**src/rtl/train_state_pkg.sv**
```systemverilog
// train_state_pkg: FSM states plus direction and switch encodings for the two-train loop controller.
package train_state_pkg;
  typedef enum logic [2:0] {ABOUT, AIN, BIN, ASTOP, BSTOP} state_e;
  localparam logic [1:0] DIR_STOP = 2'b00;
  localparam logic [1:0] DIR_FWD = 2'b01;
  localparam logic [1:0] DIR_REV = 2'b10;
  localparam logic SW_STRAIGHT = 1'b0;
  localparam logic SW_DIVERT = 1'b1;
endpackage

```
**src/rtl/train_state_sensor_sync.sv**
```systemverilog
// sensor_sync: two-stage synchronizer for the four track sensors, cleared to zero on reset.
module sensor_sync (
  input  logic       clk,
  input  logic       rst,
  input  logic [4:1] d,
  output logic [4:1] q
);
  logic [4:1] stage1_d, stage1_q, stage2_d, stage2_q;
  always_comb begin
    stage1_d = rst ? 4'b0000 : d;
    stage2_d = rst ? 4'b0000 : stage1_q;
  end
  always_ff @(posedge clk) begin
    stage1_q <= stage1_d;
    stage2_q <= stage2_d;
  end
  assign q = stage2_q;
endmodule

```
**src/rtl/train_state.sv**
```systemverilog
// train_state: Moore FSM granting the shared section to one train at a time; TRAIN_STATE_SENSOR_SYNC_EN adds a 2-flop sensor synchronizer.
module train_state
  import train_state_pkg::*;
(
  input  logic       Clock,
  input  logic       RESET,
  input  logic [4:1] SR,
  output logic [3:1] SW,
  output logic [1:0] DA,
  output logic [1:0] DB
);
  logic [4:1] sr;
  state_e state_d, state_q;
  logic divert;
`ifdef TRAIN_STATE_SENSOR_SYNC_EN
  sensor_sync u_sync (.clk(Clock), .rst(RESET), .d(SR), .q(sr));
`else
  assign sr = SR;
`endif
  always_comb begin
    state_d = ABOUT;
    case (state_q)
      ABOUT:   state_d = sr[1] ? AIN : sr[2] ? BIN : ABOUT;
      AIN:     state_d = sr[2] ? BSTOP : sr[4] ? ABOUT : AIN;
      BIN:     state_d = sr[1] ? ASTOP : sr[3] ? ABOUT : BIN;
      ASTOP:   state_d = sr[3] ? BIN : ASTOP;
      BSTOP:   state_d = sr[4] ? AIN : BSTOP;
      default: state_d = ABOUT;
    endcase
    if (RESET) state_d = ABOUT;
  end
  always_ff @(posedge Clock) begin
    state_q <= state_d;
  end
  always_comb begin
    divert = (state_q == BIN) || (state_q == ASTOP);
    SW = {SW_STRAIGHT, divert ? SW_DIVERT : SW_STRAIGHT, divert ? SW_DIVERT : SW_STRAIGHT};
    DA = (state_q == ASTOP) ? DIR_STOP : DIR_FWD;
    DB = (state_q == BSTOP) ? DIR_STOP : DIR_FWD;
  end
endmodule

```
**config.mk**
```make
export PLATFORM = sky130hd
export DESIGN_NAME = train_state
export DESIGN_NICKNAME = d
export VERILOG_FILES = /design/src/rtl/train_state_pkg.sv /design/src/rtl/train_state_sensor_sync.sv /design/src/rtl/train_state.sv
export SDC_FILE = /design/constraint.sdc
export NUM_CORES = 1
export LEC_CHECK = 0
export ABC_AREA = 1
export BUFFER_PORTS_ARGS = -buffer_cell sky130_fd_sc_hd__buf_2
export CAP_MARGIN = 40
export CORE_AREA = 2 2 39 41
export DETAILED_ROUTE_END_ITERATION = 8
export DIE_AREA = 0 0 41 43
export GPL_ROUTABILITY_DRIVEN = 0
export PLACE_DENSITY = 0.5
export SYNTH_ARGS = -nofsm -noshare
export SYNTH_HDL_FRONTEND = slang
export SYNTH_SLANG_ARGS = --single-unit
```
**constraint.sdc**
```tcl
create_clock -name Clock -period 0.9 [get_ports Clock]
set_input_delay 0 -clock Clock [delete_from_list [all_inputs] [get_ports Clock]]
set_output_delay 0 -clock Clock [all_outputs]
set_load 0.01 [all_outputs]
```
Word level (Yosys, flattened, before mapping)
Index checks and enable logic that the tools add are counted.
{ "totals": {"ff_bits": 3, "in_bits": 6, "output_inout_bits": 7} }
{ "classes": {"muxes": 12, "n_reduce_logical": 2, "n_eq_ne": 4} }
{ "op_table": {"columns": ["cell", "count"], "rows": [
  ["$pmux 3 s5", 1],
  ["$mux 2", 4],
  ["$eq 3x2->1 const B", 2],
  ["$mux 3", 2],
  ["$mux 1", 5],
  ["$eq 3x1->1 const B", 1],
  ["$eq 3x3->1 const B", 1],
  ["$logic_not 3->1", 1],
  ["$logic_or 1x1->1", 1]
]} }

Logic depth before layout (Yosys ltp)
{ "depth": {"depth_word": 3, "mapped_depth": 6} }

Least setup slack after synthesis
No wires, ideal clock.
{ "synth_path": {"kind": "register -> register", "start": "register state_q[1]", "end": "register state_q[1]", "path_stages_with_launch": 7, "path_slack_ps": 44, "period_less_slack_ps": 856, "required_time_ps": 844, "arrival_time_ps": 800, "path_cell_list": "dfxtp_1 -> nand2_1 -> nor2_1 -> inv_1 -> nand3_1 -> nand2_1 -> inv_1"} }
{ "synth_between": {"elab_chain_len": 2, "elab_cells_between_ends": 6} }
{ "synth_rtl": {"columns": ["element", "line_no", "rtl"], "rows": [
  ["start: declaration", "train_state.sv:13", "state_e state_d, state_q;"],
  ["start signal: assignment", "train_state.sv:33", "state_q <= state_d;"],
  ["$eq 3x3->1 (tied with other cells)", "train_state.sv:22", "case (state_q)"],
  ["$pmux 3 s5 (*)", "train_state.sv:22", null]
]} }
Mark *: on every way between the ends. The rest lies on a longest branch, timed or not.
A chain may end at the register's enable or synchronous reset.

Worst setup path after layout
{ "layout_path": {"start": "register state_q[0]", "end": "output SW[2] in the netlist's numbering"} }
{ "layout_between": {"elab_chain_len": 3, "elab_cells_between_ends": 4} }
{ "layout_rtl": {"columns": ["element", "line_no", "rtl"], "rows": [
  ["$eq 3x2->1", "train_state.sv:36", "divert = (state_q == BIN) || (state_q == ASTOP);"],
  ["$logic_or 1x1->1 (*)", "train_state.sv:36", null],
  ["$mux 1 (*)", "train_state.sv:37", "SW = {SW_STRAIGHT, divert ? SW_DIVERT : SW_STRAIGHT, divert ? SW_DIVERT : SW_STRAIGHT};"],
  ["end: declaration", "train_state.sv:8", "output logic [3:1] SW,"]
]} }
Marked as above.

==> results.cfg <==
[timing]
max_freq_mhz = 1020
setup_violations = 5
hold_violations = 0
finClkSkew_ps = 0.917
layout_setup_ws_ps = -83.7
drv_slew = 0
final.min_clock_period_ps = 984
rsz0062_at_grt = yes
period_share_pct = 109

[floorplanning]
dieArea_um2 = 1760
num_rows = 14
core_um2 = 1380
die-width_um = 41
die_h_um = 43
start_util_pct = 17.8
ioPinCount = 13

[placed_design]
dp.cells = 68
numPortBuffers = 9
post_dp_cell_area_um2 = 289
post-dp-hpwl_um = 401
dp_slack_ps = -29.3

[logic_synthesis]
ys_seq_elements = 3
avgSynthCellArea_um2 = 5.48
netlist-cell-type-count = 9
synth_top_area_share_pct = 24.4
netlist_instances = 45
synth_area_leaders = dfxtp_1 (24%), buf_4 (15%), inv_1 (15%)
ys_warn_count = 0
netlist_area_um2 = 246
synth_top_area_cell = dfxtp_1
seq_area_frac_synth_pct = 24.4

[detailed_routing]
vias_per_cell = 3.82
drt-total-wl_um = 576
drtPass1Iterations = 2
drt_iter0_markers = 3
drcViolationCount = 0
num_vias = 294
ant_nets = 0
post_drt_wl_per_cell_um = 7.48

[setup_path]
path_buf_inv = 2
cp-start-kind = register
cp-end-kind = primary output
crit_fanout = 4
crit_required_ps = 900
timing.rr.start = state_q[0]$_SDFF_PP0_
cp_slowest_cell = dfxtp_4
critical_path_class = register to primary output
path_delay_family = flip-flops
max_stage_delay_ps = 380
crit_chain = nand2_4 -> nor2_4 -> inv_2 -> nand2_1 -> buf_2
cp-startpoint = state_q[0]$_SDFF_PP0_
crit_arrival_ps = 980

[cells_and_area]
largest_register_ffs = 3
drive_above_1_share_pct = 50.8
finalNetCount = 68
area_delta_synth_final_pct = 73.1
stdcell_count = 77
insertedDiodeCount = 0
largest-register = state_q
largestRegisters = state_q: 3 flops
finish.instance_area_um2 = 427

[job]
max_cap_violations = 0

[grt]
grt_pass1_wl_um = 862
grt_use_total_pct = 7.43
grt_max_degree = 7
grt_overflow = 0
grt_antenna_before_repair = 0
grt_pass1_vias = 261

[power]
p_clk_share_pct = 42.4
p_per_area_nw_per_um2 = 1260
p_leak_nw = 0.235
pwr-share-seq_pct = 30.1
switching_power_mw = 0.160
p_sw_share_pct = 29.7
internal_power_mw = 0.379
ir_drop_mv = 0.434
power_frac_comb_pct = 27.5

[clock_network]
cts_htree_levels = 1
tritoncts = yes
numCtsBuffers = 3
cts.sinks = 3
path_clk_slew_ps = 30
insertion_delay_ps = 230
root_buffer = clkbuf_4
max-clock-path-buffers = 2

[outcome]
status = complete, but fails checks
failed_checks = negative setup slack

[min_path]
hold_start = SR[2]
worstHoldPathType = primary input to register
-- per-layer routing --
metal	global-route usage, %	part of all wire [%]	vias to the layer above
met3	1.57	6.1	0
met1	6.43	39	129
met2	13.1	55	8
li1	-	-	157
met4	6.00	0	0
met5	0	0	-
-- metrics by stage --
stage	utilization, %	hold WS (ps)	power [mW]	setup TNS (ps)
6_report	30.8	59.1	0.539	-328
5_1_grt	30.8	60.3	0.584	-649
4_1_cts	27.4	54.6	0.526	-402
3_5_place_dp	20.9	204	0.257	-29.3
3_3_place_gp	20.9	198	0.257	-14.2
2_1_floorplan	-	69.1	0.237	0
-- worst reg2reg max path, cell delays in order, from the launching register on --
cell,delay (ps)
dfxtp_4,360
buf_6,130
inv_2,60
nor2_4,30
nand3_1,50
nand2_1,50
nor2_1,120
nor2_1,50
-- timing repair --
action | CTS | global route
hold buffers | 1 | 0
setup endpoints to repair | 6 | 7
resized for setup | 12 | 11
pin swaps | 2 | 2
endpoints found under the hold margin | 2 | 0
setup buffers | 3 | 1
-- final timing paths --
check / to / slack (ps) / cells past startpoint
max reg2reg: state_q[0]$_SDFF_PP0_ / -50 / 7
max: SW[2] / -80 / 5
min: state_q[2]$_SDFF_PP0_ / 60 / 3
min reg2reg: state_q[2]$_SDFF_PP0_ / 570 / 3
-- cells in the final DEF, fill, tap and decap left out --
master	Yosys	final
a21oi_2	0	1
buf_2	0	9
buf_4	5	4
buf_6	0	1
clkbuf_1	0	1
clkbuf_4	0	3
conb_1	1	3
dfxtp_4	0	3
dlygate4sd3_1	0	1
inv_1	10	8
inv_2	0	2
nand2_1	10	9
nand2_4	0	1
nand3_1	6	4
nand3_2	0	2
nor2_1	8	4
nor2_4	0	4
nor3_2	0	1
-- synth_stat cells --
master and count:
a21oi_1 1, buf_4 5, conb_1 1, dfxtp_1 3
inv_1 10, nand2_1 10, nand3_1 6, nor2_1 8
nor3_1 1
-- logic make-up after synthesis --
logic type             after synthesis  share of synthesized area [%]
other                                1                           1.52
flip-flops                           3                           24.4
AND/OR/NAND/NOR                     25                           41.6
AO/OA/AOI/OAI                        1                           2.03
buffers and inverters               15                           30.5
-- layout make-up --
cell class | count | area, µm²
fill | 169 | 957
multi-input combinational | 29 | 175
sequential | 3 | 71.3
timing repair buffer | 15 | 96.3
inverter | 10 | 37.5
clock buffer | 4 | 26.3
tap | 16 | 20.0
-- power by group through the flow --
stage / registers, mW / clock network, mW / logic (mW)
final: 0.163 / 0.229 / 0.148
after floorplan: 0.156 / 0 / 0.0813
after detailed placement: 0.158 / 0 / 0.0986
after CTS: 0.157 / 0.242 / 0.127
after global placement: 0.158 / 0 / 0.0984
after global routing: 0.165 / 0.253 / 0.166
Note: power is estimated with default switching activity, not from simulation.
